[src/rtl/pipe_hazard_ctrl.sv]
// pipe_hazard_ctrl: PC / IF-ID / ID-EXE sequencing for load-use, taken-branch and multi-cycle mul/div,
// with a saturating count of cycles in which the PC was held.
module pipe_hazard_ctrl #(
  parameter int MD_LAT = 4,
  parameter int CNT_W  = 16
) (
  input  logic             clock,
  input  logic             reset,
  input  logic [4:0]       id_rs,
  input  logic [4:0]       id_rt,
  input  logic             id_use_rs,
  input  logic             id_use_rt,
  input  logic             id_md_start,
  input  logic [4:0]       ex_rw,
  input  logic             ex_reg_write,
  input  logic             ex_memtoreg,
  input  logic             ex_br_taken,
  output logic             pc_en,
  output logic             ifid_en,
  output logic             ifid_flush,
  output logic             idexe_wrn,
  output logic             md_busy,
  output logic [CNT_W-1:0] stall_cnt
);
  typedef enum logic {RUN, MD_WAIT} state_t;
  state_t           state_q, state_d;
  logic [3:0]       md_cnt_q, md_cnt_d;
  logic [CNT_W-1:0] stall_cnt_q, stall_cnt_d;
  logic             lu_haz;
  assign lu_haz = ex_memtoreg & ex_reg_write & (ex_rw != '0) &
                  ((id_use_rs & (id_rs == ex_rw)) | (id_use_rt & (id_rt == ex_rw)));
  assign stall_cnt = stall_cnt_q;
  always_comb begin
    state_d    = state_q;
    md_cnt_d   = md_cnt_q;
    pc_en      = 1'b1;
    ifid_en    = 1'b1;
    ifid_flush = 1'b0;
    idexe_wrn  = 1'b1;
    md_busy    = 1'b0;
    if (!reset) begin
      pc_en     = 1'b0;
      ifid_en   = 1'b0;
      idexe_wrn = 1'b0;
    end else if (state_q == MD_WAIT) begin
      pc_en     = 1'b0;
      ifid_en   = 1'b0;
      idexe_wrn = 1'b0;
      md_busy   = 1'b1;
      md_cnt_d  = md_cnt_q - 4'd1;
      state_d   = (md_cnt_q == 4'd1) ? RUN : MD_WAIT;
    end else if (ex_br_taken) begin
      ifid_flush = 1'b1;
      idexe_wrn  = 1'b0;
    end else if (lu_haz) begin
      pc_en     = 1'b0;
      ifid_en   = 1'b0;
      idexe_wrn = 1'b0;
    end else if (id_md_start && MD_LAT > 1) begin
      md_cnt_d = 4'(MD_LAT - 1);
      state_d  = MD_WAIT;
    end
    stall_cnt_d = (!pc_en && stall_cnt_q != '1) ? stall_cnt_q + 1'b1 : stall_cnt_q;
  end
  always_ff @(posedge clock or negedge reset) begin
    if (!reset) begin
      state_q     <= RUN;
      md_cnt_q    <= '0;
      stall_cnt_q <= '0;
    end else begin
      state_q     <= state_d;
      md_cnt_q    <= md_cnt_d;
      stall_cnt_q <= stall_cnt_d;
    end
  end
endmodule

[config.mk]
export PLATFORM = sky130hd
export DESIGN_NAME = pipe_hazard_ctrl
export DESIGN_NICKNAME = d
export VERILOG_FILES = /design/src/rtl/pipe_hazard_ctrl.sv
export SDC_FILE = /design/constraint.sdc
export NUM_CORES = 1
export LEC_CHECK = 0
export ABC_AREA = 1
export CELL_PAD_IN_SITES_DETAIL_PLACEMENT = 0
export CELL_PAD_IN_SITES_GLOBAL_PLACEMENT = 1
export CORE_MARGIN = 1
export CORE_UTILIZATION = 30
export DETAILED_ROUTE_END_ITERATION = 10
export HOLD_SLACK_MARGIN = 0.15
export PLACE_DENSITY_LB_ADDON = 0.15
export REMOVE_ABC_BUFFERS = 1
export SYNTH_ARGS = -nofsm -noshare
export SYNTH_HDL_FRONTEND = slang
export SYNTH_SLANG_ARGS = --single-unit
[constraint.sdc]
create_clock -name clock -period 1.66 [get_ports clock]
set_input_delay 0.249 -clock clock [delete_from_list [all_inputs] [get_ports clock]]
set_output_delay 0.249 -clock clock [all_outputs]
set_load 0.1 [all_outputs]
==> results of run 1 <==
[per-stage QoR]
step,hold WS [ns],setup slack (ns)
after CTS,0.578,0.00983
final,0.567,0.115
after global routing,0.614,-0.0108
after global placement,0.553,-0.370
after detailed placement,0.555,-0.373
after floorplan,-0.0466,-1.01
[timing repair]
| item | CTS | global route |
|---|---|---|
| resized for setup | 28 | 18 |
| setup endpoints to repair | 6 | 29 |
| hold endpoints to repair | 21 | 0 |
| pin swaps | 14 | 9 |
| hold buffers | 1 | 0 |
| setup buffers | 2 | 2 |
[power by group through the flow]
stage | clock, mW | combinational [mW] | sequential, mW
2_1_floorplan | 0 | 0.748 | 1.32
3_3_place_gp | 0 | 2.15 | 0.779
3_5_place_dp | 0 | 2.16 | 0.776
4_1_cts | 0.371 | 2.18 | 0.768
5_1_grt | 0.394 | 2.37 | 0.788
6_report | 0.355 | 2.20 | 0.767
[cell type report]
| type | count | area (sq um) | area share (%) |
|---|---|---|---|
| multi-input combinational | 182 | 980 | 36.9 |
| timing repair buffer | 77 | 882 | 33.3 |
| sequential | 21 | 527 | 19.9 |
| inverter | 34 | 128 | 4.81 |
| tap | 70 | 87.6 | 3.30 |
| clock buffer | 3 | 41.3 | 1.56 |
| clock inverter | 1 | 7.51 | 0.283 |
[Yosys cell counts]
cell / n
sky130_fd_sc_hd__nand4_1: 19
sky130_fd_sc_hd__nor2_1: 22
sky130_fd_sc_hd__inv_1: 31
sky130_fd_sc_hd__xor2_1: 6
sky130_fd_sc_hd__nand2_1: 84
sky130_fd_sc_hd__a21oi_1: 1
sky130_fd_sc_hd__nor3b_1: 1
sky130_fd_sc_hd__buf_6: 3
sky130_fd_sc_hd__ha_1: 3
sky130_fd_sc_hd__a31oi_1: 1
sky130_fd_sc_hd__nand3b_1: 1
sky130_fd_sc_hd__o21ai_0: 4
sky130_fd_sc_hd__nand2_2: 6
sky130_fd_sc_hd__nor2_2: 1
sky130_fd_sc_hd__nand3_1: 16
sky130_fd_sc_hd__nor3_4: 1
sky130_fd_sc_hd__clkbuf_1: 2
sky130_fd_sc_hd__nand3_2: 4
sky130_fd_sc_hd__nor2_4: 2
sky130_fd_sc_hd__nor4_1: 1
sky130_fd_sc_hd__buf_4: 1
sky130_fd_sc_hd__xnor2_1: 2
sky130_fd_sc_hd__nor3_1: 4
sky130_fd_sc_hd__dfrtp_1: 21
sky130_fd_sc_hd__nor3_2: 1
sky130_fd_sc_hd__nand2_4: 1
sky130_fd_sc_hd__nor2b_4: 1
sky130_fd_sc_hd__inv_2: 3
[flip-flops by register name (all words and copies together) (netlist names)]
register / cells
md_cnt_q: 4
stall_cnt: 16
state_q: 1
[worst paths after layout]
| path | end | cells after the start | startpoint | slack (ns) |
|---|---|---|---|---|
| hold reg to reg | stall_cnt[15] | 3 | stall_cnt[15] | 0.57 |
| setup reg to reg | stall_cnt[4] | 8 | stall_cnt[0] | 0.13 |
| setup / recovery | idexe_wrn | 11 | id_rs[1] | 0.12 |
| max in group asynchronous | stall_cnt[2] | 3 | reset | 0.43 |
| min in group clock | stall_cnt[15] | 3 | stall_cnt[15] | 0.57 |
| hold / removal | state_q | 3 | reset | 0.57 |
[logic make-up (layout without fill, tap and decap cells)]
family | Yosys count | after routing | synth area share (%)
and+or+nand+nor | 165 | 165 | 48.6
buffers and inverters | 40 | 115 | 10.8
DFF | 21 | 21 | 32.1
xor gates and xnor gates | 8 | 8 | 4.28
AOI/OAI and AO/OA | 6 | 6 | 1.91
adders and majority gates | 3 | 3 | 2.29
[worst max-delay path, stage by stage]
cell                            delay (ns)
sky130_fd_sc_hd__dlygate4sd2_1        0.25
sky130_fd_sc_hd__inv_1                0.05
sky130_fd_sc_hd__nand2_1              0.04
sky130_fd_sc_hd__nand2_1              0.07
sky130_fd_sc_hd__nor2_2               0.05
sky130_fd_sc_hd__nand3_1              0.05
sky130_fd_sc_hd__nand2_1              0.06
sky130_fd_sc_hd__nand2_2              0.08
sky130_fd_sc_hd__nand2_4              0.07
sky130_fd_sc_hd__nor2_4               0.13
sky130_fd_sc_hd__buf_12               0.18
[routing by layer]
metal,up-vias,wire (um),part of all wire [%]
met1,778,2130,49
met3,2,171,4.0
met5,-,0,0
met4,0,23,0.53
li1,926,-,-
met2,35,1990,46
==> results.md, run 1 <==
- The flow ran to the end, and the final reports show no timing, DRC or antenna violations.
- The global-route wire length before repair is 7510 um.
- The total count of hold-check failures in the final report came to 0.
- Across the VDD grid, the largest voltage drop is 0.00187 V.
- The die is 75.9 um wide.
- For this run, global-route usage on met3 was measured as 2.51%.
- The cell type with the highest aggregate area in the netlist is sky130_fd_sc_hd__dfrtp_1.
- The worst clock skew is 0.00338 ns.
- The global-route layer with the greatest usage is met2.
- The worst path arrival time is 1.30 ns.
- By area the synthesized netlist is led by sky130_fd_sc_hd__dfrtp_1 32%, sky130_fd_sc_hd__nand2_1 19%, sky130_fd_sc_hd__nand4_1 7.3%.
- The per-instance average area after synthesis is 6.73 sq um.
- The maximum fanout count along the critical path is 3.
- Timing would allow up to 647 MHz.
- The final layout contains routed wiring with a total length of 4320 um.
- The internal portion of the total power is 1.64 mW.
- The share of power burned in registers is 23.1%.
- Counting flops and latches in the post-synthesis netlist gives 21.
- Entering global routing, the biggest net connects 22 pins.
- The clock network power share is 10.7%.
- In this run the power spent charging and discharging nets is 1.68 mW.
- The worst hold-check path type is primary input to asynchronous set/reset pin.
- The floorplan step defined a die boundary enclosing 5750 sq um.
- For this design, the sink count on the clock tree is 21.
- The analysis attributes to cell leakage a power of 1.34 nW.
- The total I/O pin count is 44.
- The fraction of final layout cells sized beyond drive strength 1 is 30.5%.
- The number of optimization iterations in the first detailed-route pass is 4.
- For the worst setup path, the data required time is 1.41 ns.
- The ratio of total power to cell area is 1250 nW/um^2.
- The region available for standard cell placement spans 5170 sq um.
- The maximum clock insertion buffer count is 2.
- The standard cell area after detailed placement is 2550 sq um.
- The detail-routed net length per standard cell is 11.1 um.
- Synthesis instantiated 28 different standard cells from the library.
- For this block, the initial DRC count from the detailed router was 67.
- The total number of vias is 1741.
- Subtracting the final worst setup slack from the clock period gives 1.54 ns.
- Leaving out filler cells and counting taps, the final layout contains 388.
- The area of the mapped netlist is 1640 sq um.
- The total count of max-transition violations in the final report came to 0.
- After filler insertion, the fill cell instance count of the layout stands at 537.
- 0 antenna diodes ended up in the layout.
- Setup total negative slack on the finished layout was measured at 0 ns.
- The worst setup path is captured at a primary output.
- The number of antenna violations at the first check in global routing is 0.
- The met2 demand-to-capacity share in global routing is 28.5%.
- The fraction of power consumed by combinational cells is 66.2%.
- The area growth from synthesis to final layout is 62.1%.
- The most common cell after layout, fill and taps aside is sky130_fd_sc_hd__nand2_1.
- The number of placement rows is 26.
- The measured slew at the worst slew-check pin is 0.982 ns.
- Input and output buffers added on the ports amount to 43.
- The ratio of routed vias to standard cells is 4.49.
- The total number of nets in the final design is 345.
- Global routing used 17.1% of the available tracks.
- The final weighted congestion in routability-driven placement is 0.757.
- The finished layout cell area is 2650 sq um.
- In the finished design, the share of the clock period the worst path needs comes to 93.0%.
- The Yosys step of the flow raised 0 warnings.
- The met1 track demand over resource is 23.7%.
- The critical path startpoint category is a primary input.
- Setup violations remaining at the end of the flow were counted as 0.
- Setup repair after global routing could not meet its margin everywhere.
- In this run, CTS created clock tree buffers numbering 3.
- The synthesized instance count is 243.
- In this run switching power makes up 50.5% of total power.
- The cell at the root of the clock tree is sky130_fd_sc_hd__clkbuf_8.
- The via count of the first global-routing pass was 1610.
- The floorplan step set the die height to 75.9 um.
- The number of H-tree levels is 1.
- Measured against its own limit, the worst slew margin works out to 34.5%.
- Of the post-synthesis cell area, the dominant cell type holds 32.1%.
- The number of maximum-capacitance violations is 0.
- In this run the remaining antenna-violating nets after routing total 0.
- Measured on the finished design, the core utilization comes to 51.3%.
- After detailed routing, the number of remaining DRC violations is 0.
- The post-synthesis sequential area ratio is 32.1%.
- Summed over all nets, the half-perimeter wirelength after detailed placement is 3380 um.
- At the later pin of the worst-skew pair, clock insertion delay measures 0.26 ns.
- The number of placed instances, taps included, is 379.
- The CTS tree is done.
- Clock-pin slew was measured on the worst setup and hold paths at 0.08 ns.
- The critical path in this run is classified as primary input to primary output.
- The overflow left after global routing is 0.
- The total power consumption of the routed design is 3.32 mW.
- In the layout the commonest cells are 79 x sky130_fd_sc_hd__nand2_1, 32 x sky130_fd_sc_hd__buf_4, 29 x sky130_fd_sc_hd__inv_1.
- The initial utilization of the core area, before any placement, comes to 31.6%.
No activity file was read; power rests on OpenSTA's default activity.
==> run 2, diff against run 1 <==
--- a/config.mk
+++ b/config.mk
@@ -6,6 +6,7 @@
 export NUM_CORES = 1
 export LEC_CHECK = 0
 export ABC_AREA = 1
+export CAP_MARGIN = 20
 export CELL_PAD_IN_SITES_DETAIL_PLACEMENT = 0
 export CELL_PAD_IN_SITES_GLOBAL_PLACEMENT = 1
 export CORE_MARGIN = 1
==> results.md, run 2 (same netlist as run 1, synthesis figures left out) <==
- The setup path with the least slack is of type register to primary output.
- The number of antenna violations at the first check in global routing is 0.
- The worst hold-check path type is register to register.
- The clock passes through at most 2 buffers.
- The final critical-path required period is 1.55 ns.
- The floorplan step set the die width to 75.9 um.
- The number of endpoints failing setup at the final stage is 0.
- The launching point of the worst reg2reg path is stall_cnt[0].
- From bottom edge to top edge, the die measures 75.9 um.
- On the worst path, the slowest cell contributes a delay of 0.40 ns.
- The maximum fanout count along the critical path is 3.
- The cell at the root of the clock tree is sky130_fd_sc_hd__clkbuf_8.
- Compared with the post-synthesis result, the final layout area differs by 62.4%.
- During I/O placement, the number of pins put on the boundary was 44.
- The required time at the endpoint of the critical path is 1.41 ns.
- The TritonCTS buffer count is 3.
- During placement, the flow inserted port buffers numbering 43.
- The flow ran to the end, and the final reports show no timing, DRC or antenna violations.
- The overflow left after global routing is 0.
- The post-route clock period utilization is 93.2%.
- The register with the most flip-flops in the layout has 16 of them.
- The total count of max-transition violations in the final report is 0.
- The count of antenna-violating nets left after detailed routing is 0.
- The via count of the first global-routing pass is 1610.
- Based on the critical path, the design can be clocked at up to 646 MHz.
- Of the cells placed in the final design, the portion with a size suffix greater than 1 is 30.5%.
- For the worst setup path, the data arrival time is 1.30 ns.
- Walking the worst path, the cells encountered are nor2_2 > buf_4 > nand2_4 > nor2_4 > buf_12.
- Across the run, the number of max-cap violations was 0.
- VDD sags by at most 0.00187 V.
- The total number of vias is 1747.
- CTS built an H-tree with a depth of 1.
- Tracing the worst setup path back leads to its startpoint at state_q.
- After detailed routing, the average wire length per cell comes to 11.2 um.
- The HPWL reported at the end of detailed placement is 3380 um.
- The standard cell area after detailed placement is 2550 sq um.
- The worst setup path is launched from a register.
- The final routed DRC violation total is 0.
- The worst setup timing slack at the placement stage is -0.373 ns.
- The worst clock skew is 0.00484 ns.
- After floorplanning, the core was divided into 26 placement rows.
- The cell depth of the worst hold path is 3.
- The total number of nets in the final design is 345.
- Power comes to 3.32 mW.
- The final worst slack is 0.113 ns.
- The initial core utilization is 31.6%.
- The family of cells with the greatest summed delay on the critical path is flip-flops.
- The cell with the largest stage delay on the worst path is sky130_fd_sc_hd__dfrtp_1.
- For the pin with the worst max-slew slack, the measured transition is 0.544 ns.
- Across every metal layer, demand over resource in global routing totals 17.1%.
- Measured against its own limit, the worst slew margin works out to 63.6%.
- Across all register-to-register paths, the minimum setup slack is 0.13 ns.
- The finished layout cell area is 2660 sq um.
- The ratio of total power to cell area is 1250 nW/um^2.
- The first global-routing pass estimated 7510 um of wire.
- The most common cell after layout, fill and taps aside is sky130_fd_sc_hd__nand2_1.
- The depth of the worst register-to-register path is 8.
- Summed over all cells, the static leakage comes to 1.34 nW.
- After clock tree synthesis, the clock-pin slew on the worst setup and hold paths is 0.09 ns.
- The largest net degree at the start of global routing is 22.
- The final weighted congestion in routability-driven placement is 0.757.
- The repair_antennas step left the layout with diodes totalling 0.
- The tightest hold path in the finished design has a slack of 0.575 ns.
- The core region is 5170 sq um.
- TritonCTS built the clock tree.
- The total count of hold-check failures in the final report was 0.
- The endpoint with the worst hold slack is stall_cnt[15].
- The ratio of routed vias to standard cells is 4.50.
- The count of buffering cells on the critical path with inverters included is 2.
- The endpoint identified for the worst register-to-register timing path is stall_cnt[4].
- The number of optimization iterations in the first detailed-route pass is 4.
- STA classifies the critical path endpoint as a primary output.
- The clock drives 21 sinks.
- Wires add up to 4330 um.
- Setup repair after global routing could not meet its margin everywhere.
- After the first detailed-routing iteration, the DRC count stood at 69.
- The worst hold path begins at stall_cnt[15].
- The top cell types in the final layout, fill and taps aside, are 79 x sky130_fd_sc_hd__nand2_1, 31 x sky130_fd_sc_hd__buf_4, 29 x sky130_fd_sc_hd__inv_1.
- The die area is 5750 sq um.
- For the worst-skew pair, the clock arrives at the later sink with an insertion delay of 0.26 ns.
- Setup total negative slack on the finished layout was measured at 0 ns.
-- run 2: cell count changes in the layout (fill, tap and decap cells not counted) --
cell                             delta
sky130_fd_sc_hd__buf_4              -1
sky130_fd_sc_hd__buf_8              +1
sky130_fd_sc_hd__dlygate4sd3_1      +1
sky130_fd_sc_hd__dlymetal6s4s_1     -1
sky130_fd_sc_hd__o21ai_0            +1
sky130_fd_sc_hd__o21ai_1            -1
-- run 2: metal layers --
metal,track usage [%],vias to the layer above,share of wire (%)
li1,-,926,-
met1,23.7,788,50
met2,28.5,31,46
met3,2.51,2,3.5
met4,2.47,0,0.53
met5,0,-,0
-- run 2: area by class of cell --
cell class	count	area, sq um
sequential	21	527
fill	538	2510
clock buffer	3	41.3
tap	70	87.6
timing repair buffer	77	887
inverter	34	128
multi-input combinational	182	980
clock inverter	1	7.51
-- run 2: worst reg2reg max path, stage by stage (launching register included) --
cell and delay, ns:
sky130_fd_sc_hd__dfrtp_1 0.37, sky130_fd_sc_hd__ha_1 0.25, sky130_fd_sc_hd__nand3_1 0.14, sky130_fd_sc_hd__nor2_1 0.18, sky130_fd_sc_hd__nand3_1 0.16, sky130_fd_sc_hd__nand2_1 0.13, sky130_fd_sc_hd__inv_1 0.06, sky130_fd_sc_hd__nand4_1 0.08
sky130_fd_sc_hd__nand2_1 0.05
-- run 2: worst max path at each step --
stage / to / slack, ns / depth (start not counted)
after floorplan: ifid_en / -1.01 / 3
after global placement: pc_en / -0.37 / 11
after detailed placement: pc_en / -0.37 / 11
after CTS: stall_cnt[11] / 0.01 / 3
after global routing: stall_cnt[15] / -0.005 / 8
final: idexe_wrn / 0.11 / 5
-- run 2: report_power, final --
group	switching, mW	internal, mW
Combinational	1.38	0.827
Clock	0.183	0.169
Sequential	0.120	0.648
Total	1.68	1.64
-- run 2: per-stage QoR --
step	cells	utilization, %
after floorplan	237	-
after global placement	379	49.2
after detailed placement	379	49.2
final	388	51.4
after global routing	388	51.4
after CTS	386	50.7
-- run 2: timing repair --
item                                   in CTS  in global routing
gates resized for setup                    28                 16
endpoints found under the hold margin      21                  0
pin swaps                                  14                  9
setup endpoints to repair                   6                  8
hold buffers                                1                  0
buffers inserted                            2                  1
==> run 3, diff against run 2 <==
--- a/config.mk
+++ b/config.mk
@@ -5,7 +5,7 @@
 export SDC_FILE = /design/constraint.sdc
 export NUM_CORES = 1
 export LEC_CHECK = 0
-export ABC_AREA = 1
+export ABC_AREA = 0
 export CAP_MARGIN = 20
 export CELL_PAD_IN_SITES_DETAIL_PLACEMENT = 0
 export CELL_PAD_IN_SITES_GLOBAL_PLACEMENT = 1
==> constraint.sdc (replaced) <==
create_clock -name clock -period 1.9 [get_ports clock]
set_input_delay 0.285 -clock clock [delete_from_list [all_inputs] [get_ports clock]]
set_output_delay 0.285 -clock clock [all_outputs]
set_load 0.1 [all_outputs]
==> results.md, run 3 <==
- The clock passes through at most 2 buffers.
- TritonCTS built the clock tree.
- After detailed routing, the number of remaining DRC violations is 0.
- The total count of hold-check failures in the final report is 0.
- The per-instance average area after synthesis is 10.5 sq um.
- The total number of vias is 1127.
- Subtracting the final worst setup slack from the clock period gives 1.92 ns.
- For this design the top-level I/O count stands at 44.
- Dividing the detail-routed wire length by the instance count gives 13.3 um.
- The core region area is 3800 sq um.
- In this run the worst hold path is classified as primary input to asynchronous set/reset pin.
- The floorplan has 22 rows.
- VDD sags by at most 0.00111 V.
- Counting tap cells, the placed design contains a total of 227 instances.
- The number of flip-flops under the largest register name is 16.
- After clock tree synthesis, the clock-pin slew on the worst setup and hold paths is 0.08 ns.
- The number of antenna violations at the first check in global routing is 0.
- For this run, the total global-route usage over all layers was measured as 16.2%.
- In the layout the commonest cells are 41 x sky130_fd_sc_hd__buf_4, 21 x sky130_fd_sc_hd__dfrtp_1, 15 x sky130_fd_sc_hd__xnor2_1.
- The total count of max-transition violations in the final report is 0.
- By area the synthesized netlist is led by sky130_fd_sc_hd__dfrtp_1 43%, sky130_fd_sc_hd__xnor2_1 11%, sky130_fd_sc_hd__xor2_1 6.4%.
- Setup repair after global routing could not meet its margin everywhere.
- The finished layout cell area is 2060 sq um.
- The fraction of registers with async set or reset after synthesis is 100%.
- In the post-synthesis netlist, the cell with the most instances is sky130_fd_sc_hd__dfrtp_1.
- The filler-free cell count of the finished design is 238.
- The count of buffers inserted at the top-level ports is 43.
- In this run the cell area measured after placement is 1930 sq um.
- In the final layout, the share of cells above drive strength 1 is 35.8%.
- For this run, the number of Yosys warnings is 0.
- The flop and latch count out of synthesis is 21.
- The most common cell after layout, fill and taps aside is sky130_fd_sc_hd__buf_4.
- The checks that failed: negative setup slack.
- Summed over all layers, the global routing overflow is 0.
- The worst clock skew is 0.00403 ns.
- The number of H-tree levels is 1.
- The required time at the endpoint of the critical path is 1.62 ns.
- The number of synthesized flops with an enable pin is 0.
- At the pin with the least slew margin, the transition time is 0.310 ns.
- Counting instances in the post-synthesis netlist gives the leading cell types as 21 x sky130_fd_sc_hd__dfrtp_1, 15 x sky130_fd_sc_hd__xnor2_1, 9 x sky130_fd_sc_hd__xor2_1.
- Among all flip-flop cells after synthesis, the most frequent one is sky130_fd_sc_hd__dfrtp_1.
- The die is 66.1 um tall.
- The count of unique library cells instantiated by Yosys is 39.
- The global-route wire length before repair is 5380 um.
- For the worst setup path, the data arrival time is 1.64 ns.
- STA classifies the critical path endpoint as a primary output.
- Clock tree synthesis inserted a total of 3 buffers.
- The setup TNS is -0.0212 ns.
- In this run the static leakage power is 0.917 nW.
- The congestion estimate from routability-driven global placement came to 0.809.
- Along the worst path, the maximum fanout reaches 3.
- The area growth from synthesis to final layout is 66.7%.
- Dividing the final minimum period by the clock period gives 101%.
- In this run the biggest area consumer among cell types represents 42.6% of the synthesized area.
- For flop-to-flop paths, the worst setup slack is 0.14 ns.
- Summed over all nets, the half-perimeter wirelength after detailed placement is 2510 um.
- The cell type with the highest aggregate area in the netlist is sky130_fd_sc_hd__dfrtp_1.
- The number of optimization iterations in the first detailed-route pass is 3.
- After layout, the worst setup slack is -0.0212 ns.
- The flow ran to the end, but the final reports show violations.
- In this run the cell area of the synthesized design comes to 1230 sq um.
- Measured in cells, the most critical reg-to-reg path has a length of 7.
- STA classifies the critical path startpoint as a primary input.
- The die covers 4370 sq um.
- The worst setup path category is primary input to primary output.
- The headroom to the max-slew limit is 79.2%.
- Summed over all layers, the routed wires come to 3160 um.
- The root buffer cell chosen for the clock tree is sky130_fd_sc_hd__clkbuf_8.
- Based on the critical path, the design can be clocked at up to 521 MHz.
- Entering global routing, the biggest net connects 14 pins.
- The total power consumption of the routed design is 2.94 mW.
- In this run the critical register-to-register path is captured at stall_cnt[13].
- In this run the remaining antenna-violating nets after routing total 0.
- The initial utilization of the core area, before any placement, comes to 32.5%.
- The total number of nets in the final design is 217.
- The number of endpoints failing setup at the final stage is 1.
- In this run the power density over the cells is 1430 nW/um^2.
- The horizontal die dimension is 66.1 um.
- In the routed layout, each cell is associated on average with a via count of 4.74.
- The post-synthesis sequential area ratio is 42.6%.
- The clock insertion delay at the later pin of the skew report is 0.26 ns.
- The clock net sink count is 21.
- The startpoint identified for the worst register-to-register timing path is stall_cnt[1].
- Across the run, the number of max-cap violations was 0.
- The via count of the first global-routing pass is 1202.
- After technology mapping, the gate count stands at 117.
- The starting DRC count in detailed routing is 20.
- The repair_antennas step left the layout with diodes totalling 0.
==> run 3: cell count changes in the layout (fill, tap and decap cells not counted), moves of 6 or more <==
cell / delta
sky130_fd_sc_hd__nand2_1: -72
sky130_fd_sc_hd__inv_1: -24
sky130_fd_sc_hd__nand4_1: -16
sky130_fd_sc_hd__buf_12: -13
sky130_fd_sc_hd__xnor2_1: +13
sky130_fd_sc_hd__nor2_1: -11
sky130_fd_sc_hd__buf_4: +10
sky130_fd_sc_hd__nand2_2: -10
sky130_fd_sc_hd__nand3_1: -9
sky130_fd_sc_hd__nor2_2: -6
==> run 3: critical path: stages <==
cell and delay, ns:
sky130_fd_sc_hd__buf_8 0.09, sky130_fd_sc_hd__or3_4 0.37, sky130_fd_sc_hd__o311a_4 0.34, sky130_fd_sc_hd__a211oi_2 0.23, sky130_fd_sc_hd__buf_4 0.15, sky130_fd_sc_hd__buf_12 0.16
==> run 3: what timing repair did <==
action	in CTS	in global routing
hold buffers	0	0
hold endpoints to repair	0	0
endpoints found under the setup margin	23	9
setup buffers	4	3
gates resized for setup	29	7
pin swaps	16	7
==> run 3: layout make-up <==
cell class                 instances  area, sq um
inverter                           5         18.8
multi-input combinational         88          712
tap                               48         60.1
clock buffer                       4         45.0
fill                             346         1740
timing repair buffer              72          696
sequential                        21          526
==> run 3: cell families after synthesis <==
kind of cell	share of synthesized area (%)
fa+ha+maj	3.04
flops	42.6
mux	2.13
compound gates	10.3
xor+xnor	17.0
buf+inv	3.35
simple gates	21.5
==> run 3: power by group <==
part	internal (mW)	switching [mW]	leakage (nW)
Combinational	0.680	1.26	0.645
Clock	0.149	0.144	0.0228
Sequential	0.595	0.118	0.250
Total	1.42	1.52	0.917
==> run 3: how the worst max path moves through the flow <==
stage	startpoint	end	slack [ns]	cells after the start
floorplan	ex_rw[0]	idexe_wrn	-1.67	3
detailed placement	ex_rw[1]	ifid_en	-0.46	6
global placement	ex_rw[1]	ifid_en	-0.45	6
global route	ex_rw[2]	idexe_wrn	-0.06	6
CTS	ex_rw[2]	idexe_wrn	-0.04	6
finish	ex_rw[2]	idexe_wrn	-0.02	6
==> run 3: metal layers <==
metal	up-vias	part of all wire (%)	track usage, %
met4	0	1.3	5.05
met5	-	0	0
met3	6	3.2	3.45
met1	542	44	19.5
met2	17	51	28.6
li1	562	-	-
==> run 3: per-stage QoR <==
stage	utilization [%]	worst slack [ns]	hold WS, ns
floorplan	-	-1.67	-0.0106
global placement	50.7	-0.450	0.473
detailed placement	50.7	-0.458	0.485
CTS	52.6	-0.0370	0.477
global route	54.2	-0.0585	0.493
finish	54.2	-0.0212	0.478
